===== src/rtl/float_unit_arbiter.sv =====
// float_unit_arbiter: shares one floating-point unit (adder or multiplier)
// among four requesters, with exactly one transaction in flight at a time.
// Each transaction runs: grant -> issue operands -> wait for the result ->
// return the result to the granted requester.
// Build option: define FLOAT_ARB_FIXED_PRIO_EN for fixed priority, where
// requester 0 is highest. Left undefined, the arbiter uses round-robin.
module float_unit_arbiter #(
    parameter int N_REQ  = 4,
    parameter int DATA_W = 32
) (
    input  logic                    i_CLK,
    input  logic                    i_RSTN,
    input  logic [N_REQ*DATA_W-1:0] i_REQ_A,
    input  logic [N_REQ*DATA_W-1:0] i_REQ_B,
    input  logic [N_REQ-1:0]        i_REQ_AB_STB,
    output logic [N_REQ-1:0]        o_REQ_AB_ACK,
    output logic [DATA_W-1:0]       o_REQ_Z,
    output logic [N_REQ-1:0]        o_REQ_Z_STB,
    input  logic [N_REQ-1:0]        i_REQ_Z_ACK,
    output logic [DATA_W-1:0]       o_U_A,
    output logic [DATA_W-1:0]       o_U_B,
    output logic                    o_U_AB_STB,
    input  logic                    i_U_AB_ACK,
    input  logic [DATA_W-1:0]       i_U_Z,
    input  logic                    i_U_Z_STB,
    output logic                    o_U_Z_ACK,
    output logic [1:0]              o_GRANT,
    output logic                    o_BUSY
);

    typedef enum logic [1:0] {
        ST_IDLE   = 2'd0,
        ST_ISSUE  = 2'd1,
        ST_WAIT_Z = 2'd2,
        ST_RETURN = 2'd3
    } state_t;

    state_t              r_state;
    state_t              w_state_nxt;

    logic [N_REQ-1:0]    r_ab_ack;
    logic [DATA_W-1:0]   r_req_z;
    logic [N_REQ-1:0]    r_z_stb;
    logic [DATA_W-1:0]   r_u_a;
    logic [DATA_W-1:0]   r_u_b;
    logic                r_u_ab_stb;
    logic                r_u_z_ack;
    logic [1:0]          r_grant;

    logic                w_any;
    logic [1:0]          w_win;
    logic [N_REQ-1:0]    w_win_oh;
    logic [N_REQ-1:0]    w_grant_oh;
    logic [DATA_W-1:0]   w_a_sel;
    logic [DATA_W-1:0]   w_b_sel;
    logic                w_z_ack;

`ifdef FLOAT_ARB_FIXED_PRIO_EN
    // Fixed priority: the lowest-numbered active requester wins.
    always_comb begin
        w_win = 2'd0;
        for (int i = N_REQ - 1; i >= 0; i--) begin
            if (i_REQ_AB_STB[i]) w_win = 2'(i);
        end
    end
`else
    logic [1:0]          r_last;

    // Round-robin: search from r_last+1 and wrap; the loop runs downward so
    // the requester closest after r_last overwrites the others.
    always_comb begin
        w_win = 2'd0;
        for (int i = N_REQ; i >= 1; i--) begin
            if (i_REQ_AB_STB[r_last + 2'(i)]) w_win = r_last + 2'(i);
        end
    end

    // Remember the last served requester once its result has been taken.
    always_ff @(posedge i_CLK or negedge i_RSTN) begin
        if (!i_RSTN) begin
            r_last <= 2'd3;
        end else if (r_state == ST_RETURN && w_z_ack) begin
            r_last <= r_grant;
        end
    end
`endif

    // Winner/grant one-hots and the winner's operand mux.
    always_comb begin
        w_any      = |i_REQ_AB_STB;
        w_win_oh   = '0;
        w_grant_oh = '0;
        w_a_sel    = '0;
        w_b_sel    = '0;
        for (int k = 0; k < N_REQ; k++) begin
            w_win_oh[k]   = (w_win == 2'(k));
            w_grant_oh[k] = (r_grant == 2'(k));
            if (w_win == 2'(k)) begin
                w_a_sel = i_REQ_A[k*DATA_W +: DATA_W];
                w_b_sel = i_REQ_B[k*DATA_W +: DATA_W];
            end
        end
        // Result ACKs from requesters other than the granted one are ignored.
        w_z_ack = |(i_REQ_Z_ACK & w_grant_oh);
    end

    // State register.
    always_ff @(posedge i_CLK or negedge i_RSTN) begin
        if (!i_RSTN) begin
            r_state <= ST_IDLE;
        end else begin
            r_state <= w_state_nxt;
        end
    end

    // Next-state logic; each handshake input is only looked at in its own state.
    always_comb begin
        w_state_nxt = r_state;
        case (r_state)
            ST_IDLE:   if (w_any)                    w_state_nxt = ST_ISSUE;
            ST_ISSUE:  if (r_u_ab_stb && i_U_AB_ACK) w_state_nxt = ST_WAIT_Z;
            ST_WAIT_Z: if (i_U_Z_STB)                w_state_nxt = ST_RETURN;
            ST_RETURN: if (w_z_ack)                  w_state_nxt = ST_IDLE;
            default:                                 w_state_nxt = ST_IDLE;
        endcase
    end

    // Registered outputs: operand latch, handshake strobes and the result hold.
    always_ff @(posedge i_CLK or negedge i_RSTN) begin
        if (!i_RSTN) begin
            r_ab_ack   <= '0;
            r_req_z    <= '0;
            r_z_stb    <= '0;
            r_u_a      <= '0;
            r_u_b      <= '0;
            r_u_ab_stb <= 1'b0;
            r_u_z_ack  <= 1'b0;
            r_grant    <= 2'd0;
        end else begin
            r_ab_ack  <= '0;
            r_u_z_ack <= 1'b0;
            case (r_state)
                ST_IDLE: begin
                    if (w_any) begin
                        r_u_a      <= w_a_sel;
                        r_u_b      <= w_b_sel;
                        r_ab_ack   <= w_win_oh;
                        r_u_ab_stb <= 1'b1;
                        r_grant    <= w_win;
                    end
                end
                ST_ISSUE: begin
                    if (i_U_AB_ACK) r_u_ab_stb <= 1'b0;
                end
                ST_WAIT_Z: begin
                    if (i_U_Z_STB) begin
                        r_req_z   <= i_U_Z;
                        r_u_z_ack <= 1'b1;
                        r_z_stb   <= w_grant_oh;
                    end
                end
                ST_RETURN: begin
                    if (w_z_ack) r_z_stb <= '0;
                end
                default: ;
            endcase
        end
    end

    // Busy flag derived from the state.
    always_comb begin
        o_BUSY = (r_state != ST_IDLE);
    end

    assign o_REQ_AB_ACK = r_ab_ack;
    assign o_REQ_Z      = r_req_z;
    assign o_REQ_Z_STB  = r_z_stb;
    assign o_U_A        = r_u_a;
    assign o_U_B        = r_u_b;
    assign o_U_AB_STB   = r_u_ab_stb;
    assign o_U_Z_ACK    = r_u_z_ack;
    assign o_GRANT      = r_grant;

endmodule


===== config.mk =====
export PLATFORM = sky130hd
export DESIGN_NAME = float_unit_arbiter
export DESIGN_NICKNAME = d
export VERILOG_FILES = /design/src/rtl/float_unit_arbiter.sv
export SDC_FILE = /design/constraint.sdc
export NUM_CORES = 1
export LEC_CHECK = 0
export BUFFER_PORTS_ARGS = -buffer_cell sky130_fd_sc_hd__buf_2
export CAP_MARGIN = 10
export CORE_AREA = 8 8 154 156
export DETAILED_ROUTE_END_ITERATION = 12
export DIE_AREA = 0 0 162 164
export GPL_ROUTABILITY_DRIVEN = 0
export PLACE_DENSITY = 0.62
export RECOVER_POWER = 100
export SYNTH_ARGS = -nofsm -noshare
export SYNTH_HDL_FRONTEND = slang
export SYNTH_SLANG_ARGS = --single-unit

===== constraint.sdc =====
create_clock -name i_CLK -period 2.95 [get_ports i_CLK]
set_input_delay 0.1475 -clock i_CLK [delete_from_list [all_inputs] [get_ports i_CLK]]
set_output_delay 0.1475 -clock i_CLK [all_outputs]
set_load 0.1 [all_outputs]

Word level (Yosys, flattened, before mapping) --
Cells that the tools add are included.
Storage, ports and cells: register bits 112, logic and storage cells 82
Cells by class: $add $sub $neg 3, bitwise gates (word level) 1, reductions and logical operators 15, muxes and demuxes 35, $lt $le $gt $ge 4, eq/ne operators 14
Operators with widths (count):
- $mux W32 | 8
- $mux W2 | 8
- $mux W4 | 4
- $eq A2 B2 Y1 const B | 6
- $lt A2 B3 Y1 const B | 4
- $ne A2 B2 Y1 const B | 5
- $bmux W1 S2 | 4
- $mux W1 | 8
- $pmux W2 S4 | 1
- $pmux W4 S2 | 1
- $reduce_or A4 Y1 | 2
- $eq A2 B1 Y1 const B | 3
- $logic_not A2 Y1 | 3
- $reduce_and A3 Y1 | 2
- $reduce_bool A2 Y1 | 3
- $add A2 B2 Y2 const B | 2
- $and A4 B4 Y4 | 1
- $reduce_and A2 Y1 | 2
- $reduce_and A4 Y1 | 1
- $add A2 B1 Y2 const B | 1
- $logic_and A1 B1 Y1 | 2
- $pmux W1 S2 | 1

Depth between registers and ports, before layout --
Gate-level depths: netlist (run 1).
word-level depth 11, depth in mapped cells 9

Least setup slack after synthesis (run 1) --
Ideal clock, no wire load.
path kind register to register, start point register r_state[0], end point register r_u_b[10] (netlist: o_U_B[10]), slack 546 ps, period minus slack after synthesis 2404 ps, stages on the path, launching flop included 9, setup time 124 ps, data required time 2826 ps, arrival time 2280 ps, buffers on the path 1, path through dfrtp_1 inv_1 ha_1 inv_1 nor2_1 o211ai_1 clkbuf_1 a21oi_1 a211o_1
Between the ends: word-level cells in the longest chain between the ends 2
Ends and longest elaborated chain:
- start, declared | RTL line 38 | state_t r_state;
- start signal, assigned | RTL line 112 | r_state <= w_state_nxt;
- $logic_not A2 Y1 | RTL line 142 | case (r_state)
- $reduce_and A2 Y1 (no source line)
- end signal, assigned | RTL line 146 | r_u_b <= w_b_sel;
- end, declared | RTL line 45 | logic [DATA_W-1:0] r_u_b;
No other way between the ends. A chain may end at the register's enable or synchronous reset.

Worst setup path after layout (run 1) --
start point register r_last[1], end point register r_u_b[0] (netlist: o_U_B[0])
Between the ends: word-level cells in the longest chain between the ends 11
Ends and longest elaborated chain:
- start, declared | RTL line 67 | logic [1:0] r_last;
- start signal, assigned | RTL line 83 | r_last <= r_grant;
- $add A2 B2 Y2 or $bmux W1 S2 (tied branches) | RTL line 74 | if (i_REQ_AB_STB[r_last + 2'(i)]) w_win = r_last + 2'(i);
- $bmux W1 S2 or $mux W1 (tied branches) | RTL line 74
- $mux W1 (implied by the code) or $mux W2 (tied branches) | RTL line 74
- $mux W2 (2 in a row) | RTL line 74
- $mux W2 * | RTL line 74
- $logic_not A2 Y1 | RTL line 98 | if (w_win == 2'(k)) begin
- $mux W32 (3 in a row) | RTL line 98
- $mux W32 * | RTL line 98
Every way passes the cells marked *; elsewhere a longest branch is shown, timed or not. The select of a mux whose other input is x is not followed.

==> results of run 1 <==
==> layer usage <==
metal | wire length [um] | vias to the layer above
met3 | 2052 | 19
met2 | 12200 | 282
met4 | 304 | 4
met5 | 27 | -
li1 | - | 2971
met1 | 9550 | 2919
==> worst register-to-register path: cells and delay by family (launching register included) <==
family          cells  cell delay [ns]
flops               1             0.67
mux                 1             0.60
compound gates      3             0.51
buf+inv             1             0.44
simple gates        1             0.15
==> how the worst max path moves through the flow <==
stage	from	cells past startpoint	slack, ns	endpoint
6_report	r_last[1]	6	0.47	o_U_B[0]
5_1_grt	i_RSTN	3	0.41	o_REQ_Z[1]
4_1_cts	r_last[1]	6	0.72	o_U_B[0]
3_5_place_dp	r_last[1]	6	0.72	o_U_B[0]
3_3_place_gp	r_last[1]	6	0.77	o_U_B[0]
2_1_floorplan	r_state[0]	8	0.55	o_U_B[10]
==> logic make-up (layout without fill, tap and decap cells) <==
family | after synthesis | in the layout | share of synthesized area
AO/OA/AOI/OAI | 165 | 165 | 0.1790
other | 0 | 1 | 0
multiplexers | 86 | 86 | 0.1663
AND/OR/NAND/NOR | 171 | 171 | 0.1172
flip-flops | 112 | 112 | 0.4767
buffers and inverters | 69 | 479 | 0.05231
adder cells (fa/ha/maj) | 4 | 4 | 0.008506
==> cells in the final DEF, fill, tap and decap left out, types with 17 or more instances in the layout <==
master	Yosys	layout
buf_2	18	298
dlygate4sd3_1	0	20
o22ai_1	50	50
inv_1	23	23
nand2_1	153	153
mux2_2	72	71
clkbuf_1	18	109
o21ai_0	19	20
dfrtp_1	110	110
a31oi_1	49	50
a21oi_1	17	17
==> repair_timing <==
action / 4_1_cts / 5_1_grt
buffers inserted: 0 / 0
endpoints found under the hold margin: 84 / 0
hold buffers: 20 / 0
==> registers in the layout, summed over array words and instances (netlist names), 2 cells and up <==
signal and cells:
o_REQ_Z 32, o_U_A 32, o_U_B 32, o_REQ_AB_ACK 4, o_REQ_Z_STB 4, o_GRANT 2
r_last 2, r_state 2
==> area by class of cell <==
cell class	count	area share
clock inverters	7	0.01098
inverters	23	0.01010
repair buffers	440	0.2587
well taps	280	0.04100
clock buffers	9	0.02635
diodes	1	0.0002928
multi-input cells	426	0.3243
flip-flops and latches	112	0.3283
==> through the flow <==
step,hold WS [ns],std cells,cell area [um^2],utilization
after floorplan,-0.1481,607,5884,-
after global placement,0.3577,1261,8190,0.3836
after detailed placement,0.3594,1261,8190,0.3836
after CTS,0.001864,1297,8710,0.4079
after global routing,0.002854,1298,8546,0.4003
final,0.01814,1298,8546,0.4003
==> flow_summary.yaml, run 1 <==
layout:
  regArea_um2: 2805
  nets: 1316
  drive_gt1_frac: 0.3972
  area_growth_pct: 45.23
  n_fill_cell: 2208
  multi_input_area_um2: 2771
worst_setup_path:
  regToRegSetupSlack_ns: 0.47
  criticalPathCategory: "register to register"
  crit_required_ns: 3.18
  path_delay_family: "flip-flops"
  path_buf_inv: 1
  critical_path.max_fanout: 114
  r2r-start: "r_last[1]"
  worstSetupEndpointType: "register"
  crit_top_cell: "a31oi_1"
  reg2reg_depth: 6
  critPathLaunchType: "register"
  worst_path_largest_cell_delay_ns: 0.67
  critPathSlowestCell: "dfstp_1"
  r2r-end: "o_U_B[0]"
  crit_chain: "nand3b_1, a31oi_1, buf_12, mux2_1, o22ai_1, a31oi_1"
  worstPathArrival_ns: 2.71
sta:
  setup_viol: 0
  finalCritPeriodShare: 0.8403
  rsz0062_at_grt: "false"
  timing.fmax_ghz: 0.4034
  fin_setup_tns_ns: 0
  worst_pin_slew_ns: 1.882
  slew_headroom: -0.2546
  hold_viol: 0
  fin_ws_ns: 0.4710
  clock_skew_ns: 0.01096
  layout_min_cycle_time_ns: 2.479
  slew_viol_final: 71
yosys:
  syn_avg_cell_area_um2: 9.694
  synth-seq-cells: 112
  netlist_top_cells_count: "153 x nand2_1, 110 x dfrtp_1, 72 x mux2_2, 50 x o22ai_1, 49 x a31oi_1"
  synthMostInstantiatedCell: "nand2_1"
  synth_top_cell_by_area: "dfrtp_1"
  synth_top_cell_area_share: 0.4678
  synth_edf_count: 0
  synth_cell_types: 39
  synth.area.top_cells: "dfrtp_1 47%, mux2_2 14%, nand2_1 9.8%"
  async_flop_share: 1.000
  ys_warn_count: 0
  synth_seq_area_share: 0.4767
  syn_area_um2: 5884
  ys.flop_type: "dfrtp_1"
  syn_nets: 911
  netlist_instances: 607
clock_tree:
  cts_tree: "yes"
  numCtsBuffers: 9
  root_buffer: "clkbuf_16"
  numClockSinks: 112
  cts_max_level: 3
  clockBufferDepth: 2
  clkSlewWorstSetupHoldPaths_ns: 0.09
  insertion_delay_ns: 0.36
  post_cts_resized: 0
global_routing:
  grt_max_degree: 115
  grt_use_met3: 0.05013
  grt_use_met2: 0.3058
  gr-usage-met1: 0.2022
  grt_overflow: 0
  antenna_found_initial: 3
  grt_pass1_wl_um: 36680
  grt.busiest_layer: "met2"
  grt_pass1_vias: 6549
  track_usage: 0.1749
routing:
  drtIter0Drc: 423
  wirelength_um: 24130
  antenna_left: 0
  drt-pass1-iter-count: 4
  vias_per_cell: 4.773
  drc: 0
  vias: 6195
  routedWlPerCell_um: 18.59
worst_hold_path:
  worst_hold_path_type: "input port to register"
  min_path_cells: 2
  min_to: "o_REQ_Z[8]"
  min-delay-start: "i_U_Z[8]"
floorplan:
  die_x_um: 162
  io_pins: 409
  core_area_um2: 21350
  rows: 54
  start_util: 0.2756
  fp.dieH_um: 164
  dieArea_um2: 26570
status:
  violations: "capacitance limit, slew limit"
  status: "finished, violations left"
place:
  port_buffers: 408
  place_hpwl_um: 18360
  dp_slack_ns: 0.7167
flow_run:
  drv_cap: 1
Power of run 1 is not shown: default switching activity piles up to over one toggle a cycle in this logic, so the estimate is an artifact.
==> run 2, diff against run 1 <==
- ABC_AREA: not set -> 1
- CORE_AREA: 8 8 154 156 -> 8 8 151 153
- DIE_AREA: 0 0 162 164 -> 0 0 159 161
- PLACE_DENSITY: 0.62 -> 0.74
- clock period: 2.95 -> 2 ns (I/O delays scaled with it)
==> flow_summary.yaml, run 2 <==
sta:
  hold_viol: 0
  layout_min_cycle_time_ns: 2.174
  slew_headroom: -0.1027
  setup_viol: 64
  finalCritPeriodShare: 1.087
  fin_ws_ns: -0.1736
  worst_pin_slew_ns: 1.654
  slew_viol_final: 113
  holdWs_ns: 0.01785
  timing.fmax_ghz: 0.4601
  rsz0062_at_grt: "true"
  clock_skew_ns: 0.01182
clock_tree:
  insertion_delay_ns: 0.36
  clkSlewWorstSetupHoldPaths_ns: 0.09
  numClockSinks: 112
  cts_max_level: 3
  numCtsBuffers: 9
  clockBufferDepth: 2
  cts_tree: "yes"
  root_buffer: "clkbuf_16"
layout:
  layout_commonest_cell: "nand2_1"
  drive_gt1_frac: 0.3167
  utilization: 0.5610
  diodes: 0
  nets: 1862
  area_growth_pct: 57.65
  fin_cells: 1838
  layout_common_cells: "394 x nand2_1, 298 x buf_2, 117 x inv_1"
routing:
  antenna_left: 0
  drtIter0Drc: 853
  routedWlPerCell_um: 17.70
  drt-pass1-iter-count: 5
  wirelength_um: 32530
  drc: 0
  vias_per_cell: 4.983
  vias: 9159
yosys:
  synth_top_cell_by_area: "dfrtp_1"
  netlist_top_cells_count: "435 x nand2_1, 122 x inv_1, 122 x nand3_1, 110 x dfrtp_1, 52 x nand4_1"
  synth_top_cell_area_share: 0.3763
  ys.flop_type: "dfrtp_1"
  syn_area_um2: 7316
  synthMostInstantiatedCell: "nand2_1"
  synth_seq_area_share: 0.3834
  ys_warn_count: 0
  syn_avg_cell_area_um2: 6.699
  synth-seq-cells: 112
  synth_edf_count: 0
  async_flop_share: 1.000
  synth_cell_types: 25
  syn_nets: 1396
  synth.area.top_cells: "dfrtp_1 38%, nand2_1 22%, nand3_1 8.3%"
  netlist_instances: 1092
status:
  status: "finished, violations left"
  violations: "capacitance limit, slew limit, setup timing"
worst_setup_path:
  worst_path_largest_cell_delay_ns: 0.63
  path_delay_family: "simple AND/OR/NAND/NOR gates"
  criticalPathCategory: "register to register"
  crit_chain: "buf_6, nand2_2, nand2_2, nand2_2, nand2_2, nand2_4, nand2_4, nand2_4, nand2_8, buf_6, nand2_8, nor2_4, clkbuf_16, nand2_2, nand2_1, inv_1, nand2_1"
  critPathSlowestCell: "dfstp_2"
  path_buf_inv: 4
  critPathLaunchType: "register"
  worstPathArrival_ns: 2.47
  critical_path.max_fanout: 8
  worstSetupEndpointType: "register"
  crit_top_cell: "nand2_2"
  crit_required_ns: 2.30
floorplan:
  io_pins: 409
  core_area_um2: 20560
  die_x_um: 159
  rows: 53
  start_util: 0.3559
  fp.dieH_um: 161
  dieArea_um2: 25600
place:
  place_hpwl_um: 22800
  dp_cells: 1749
  dp_slack_ns: -0.1034
  port_buffers: 408
flow_run:
  drv_cap: 1
global_routing:
  grt_pass1_wl_um: 47550
  grt_overflow: 0
  track_usage: 0.2305
  grt_pass1_vias: 8761
  antenna_found_initial: 4
  grt_max_degree: 113
worst_hold_path:
  worst_hold_path_type: "input port to register"
-- run 2: timing repair --
action                     4_1_cts  5_1_grt
setup buffers                    9       11
resized for setup               19       77
setup endpoints to repair       63       69
hold endpoints to repair       146        0
pin swaps                        9       41
gates cloned                     6       10
hold buffers                    37        0
-- run 2: cell families after synthesis --
family	after synthesis	synth area share
flip-flops	112	0.3834
buffers and inverters	203	0.1170
AO/OA/AOI/OAI	66	0.06191
adder cells (fa/ha/maj)	4	0.006841
AND/OR/NAND/NOR	707	0.4308
-- run 2: area by class of cell --
class | count | area [um^2]
Inverter | 128 | 496.7
Tap cell | 275 | 344.1
Clock inverter | 7 | 115.1
Clock buffer | 9 | 225.2
Fill cell | 1900 | 9024
Multi-Input combinational cell | 777 | 3970
Timing Repair Buffer | 530 | 3576
Sequential cell | 112 | 2806
-- run 2: worst min-delay path, stage by stage --
cell     delay [ns]
buf_2          0.08
nand2_1        0.04
nand2_1        0.05
inv_1          0.03
nand2_1        0.05
-- run 2: final timing paths --
kind                              start         end  slack [ns]  cells past startpoint
setup reg to reg              r_last[0]    o_U_B[6]       -0.17                     17
min in group asynchronous        i_RSTN  o_REQ_Z[9]        0.81                      3
hold reg to reg               o_U_B[25]   o_U_B[25]        0.48                      2
hold / removal             i_REQ_B[117]   o_U_B[21]        0.02                      5
max in group asynchronous        i_RSTN  o_GRANT[0]        0.08                      3
setup / recovery              r_last[0]    o_U_B[6]       -0.17                     17
-- run 2: metal layers --
layer	vias up	global-route usage	share of wire
met5	-	0	0.0015
met4	8	0.09691	0.033
met3	71	0.07381	0.10
met2	542	0.3918	0.48
met1	4149	0.2640	0.38
li1	4389	-	-
-- run 2: stage by stage --
stage                     cell area (um^2)  setup TNS, ns
final                                11530         -7.683
after global routing                 11530         -29.57
after CTS                            11030         -5.083
after detailed placement              9981         -4.275
after global placement                9981       -0.07068
after floorplan                       7387              0
Power of run 2 is left out for the same reason.
==> run 3, diff against run 2 <==
--- a/config.mk
+++ b/config.mk
@@ -10,7 +10,10 @@
 export CAP_MARGIN = 10
-export CORE_AREA = 8 8 151 153
+export CELL_PAD_IN_SITES_DETAIL_PLACEMENT = 0
+export CELL_PAD_IN_SITES_GLOBAL_PLACEMENT = 1
+export CORE_ASPECT_RATIO = 1.75
+export CORE_MARGIN = 8
+export CORE_UTILIZATION = 27
 export DETAILED_ROUTE_END_ITERATION = 12
-export DIE_AREA = 0 0 159 161
 export GPL_ROUTABILITY_DRIVEN = 0
-export PLACE_DENSITY = 0.74
+export PLACE_DENSITY_LB_ADDON = 0.1
 export RECOVER_POWER = 100
--- a/constraint.sdc
+++ b/constraint.sdc
@@ -3,2 +3,2 @@
 set_output_delay 0.1 -clock i_CLK [all_outputs]
-set_load 0.1 [all_outputs]
+set_load 0.02 [all_outputs]
==> flow_summary.yaml, run 3 (synthesis gave the netlist of run 2 again) <==
status:
  status: "finished, violations left"
  violations: "setup timing"
routing:
  routedWlPerCell_um: 18.90
  wirelength_um: 35650
  drt-pass1-iter-count: 5
  vias_per_cell: 4.672
  drtIter0Drc: 292
  drc: 0
  antenna_left: 0
  vias: 8812
layout:
  n_fill_cell: 2937
  nets: 1859
  layout_common_cells: "415 x nand2_1, 298 x buf_2, 121 x inv_1"
  drive_gt1_frac: 0.2821
  fin_cells: 1886
  area_growth_pct: 57.62
  layout_commonest_cell: "nand2_1"
sta:
  fin_ws_ns: -0.1628
  timing.fmax_ghz: 0.4624
  holdWs_ns: 0.01986
  finalCritPeriodShare: 1.081
  setup_viol: 65
  rsz0062_at_grt: "true"
  clock_skew_ns: 0.009486
  fin_setup_tns_ns: -6.981
  layout_min_cycle_time_ns: 2.163
  slew_headroom: 0.1307
  worst_pin_slew_ns: 1.304
  slew_viol_final: 0
  hold_viol: 0
clock_tree:
  root_buffer: "clkbuf_16"
  cts_max_level: 3
  numCtsBuffers: 9
  cts_tree: "yes"
  clockBufferDepth: 2
  numClockSinks: 112
  clkSlewWorstSetupHoldPaths_ns: 0.08
  insertion_delay_ns: 0.38
flow_run:
  drv_cap: 0
power:
  power_density_nw_per_um2: 2314
  power_frac_clock: 0.079
  pwr-share-comb: 0.770
  switching_share: 0.5015
  p_int_uw: 13300
  p_leak_uw: 0.006358
  seqPwrFrac: 0.151
  ir_worst_vdd_mv: 1.255
  power_switching_uw: 13380
global_routing:
  antenna_found_initial: 5
  grt_pass1_vias: 9090
  grt_max_degree: 49
  grt_overflow: 0
  track_usage: 0.2038
  grt_pass1_wl_um: 51340
worst_setup_path:
  worstSetupEndpointType: "register"
  reg2reg_depth: 12
  critical_path.max_fanout: 19
  worstPathArrival_ns: 2.43
  crit_required_ns: 2.27
  criticalPathCategory: "register to register"
  critPathLaunchType: "register"
floorplan:
  die_x_um: 140.4
  io_pins: 409
  dieArea_um2: 32830
  fp.dieH_um: 233.8
  rows: 79
  start_util: 0.2751
  core_area_um2: 26590
worst_hold_path:
  worst_hold_path_type: "input port to register"
  min_path_cells: 5
place:
  port_buffers: 408
  dp_slack_ns: -0.2581
  place_hpwl_um: 24950
  dp_cells: 1791
[run 3: cell count changes in the layout (fill, tap and decap cells not counted), sizes merged]
cell and change:
clkinv -1, bufbuf +1, clkbuf +5, diode +2, clkinvlp -2, nand2 +2, dlygate4sd3 +5, buf -16
inv +3
[run 3: routing by layer]
metal	up-vias	GRT usage	share of wire	wire length, um
li1	4397	-	-	-
met1	4064	0.2123	0.38	13420
met2	299	0.3834	0.54	19080
met3	46	0.06007	0.066	2350
met4	6	0.06546	0.021	766
met5	-	0	0.00095	34
[run 3: worst paths after layout]
| check | startpoint | endpoint | slack (ns) |
|---|---|---|---|
| max reg2reg | r_last[0] | o_U_A[10] | -0.16 |
| max | r_last[0] | o_U_A[10] | -0.16 |
| min in group asynchronous | i_RSTN | o_REQ_Z[22] | 0.53 |
| min | i_REQ_B[117] | o_U_B[21] | 0.02 |
| max in group asynchronous | i_RSTN | o_U_B[27] | 0.34 |
| min reg2reg | o_U_B[20] | o_U_B[20] | 0.48 |
[run 3: what timing repair did]
item,in CTS,in global routing
gates resized for setup,50,25
endpoints found under the setup margin,67,72
buffers inserted,11,6
endpoints found under the hold margin,148,0
gates cloned,7,11
pin swaps,16,11
hold buffers,42,0
[run 3: final cells by class]
cell class	instances	area [um^2]	share of cell area
multi-input cells	779	3877	0.3363
repair buffers	525	3606	0.3127
flip-flops and latches	112	2805	0.2433
inverters	128	498.0	0.04319
well taps	324	405.4	0.03516
clock buffers	9	225.2	0.01953
clock inverters	7	108.9	0.009440
diodes	2	5.005	0.0004340
[run 3: power groups by stage]
stage / clock, uW / combinational, uW / sequential (uW)
after floorplan: 0 / 9230 / 5220
after global placement: 0 / 16100 / 4020
after detailed placement: 0 / 16200 / 4030
after CTS: 2190 / 18800 / 4010
after global routing: 2240 / 22500 / 4190
final: 2100 / 20500 / 4040
[run 3: critical path: stages (launching register included)]
cell,delay (ns)
dfstp_2,0.63
inv_4,0.08
buf_4,0.16
a21oi_1,0.21
nand3_4,0.19
nand2_8,0.18
buf_12,0.12
clkbuf_16,0.17
nand3b_1,0.08
nand2_1,0.07
inv_1,0.06
nand2_1,0.06
nand2_1,0.04
[run 3: per-stage QoR]
stage	total power [uW]	area, um^2	utilization
CTS	24990	11240	0.4227
global route	28880	11530	0.4336
detailed placement	20240	10020	0.3768
global placement	20150	10020	0.3768
finish	26680	11530	0.4337
floorplan	14450	7320	-
Power figures use the tool's default switching activity.
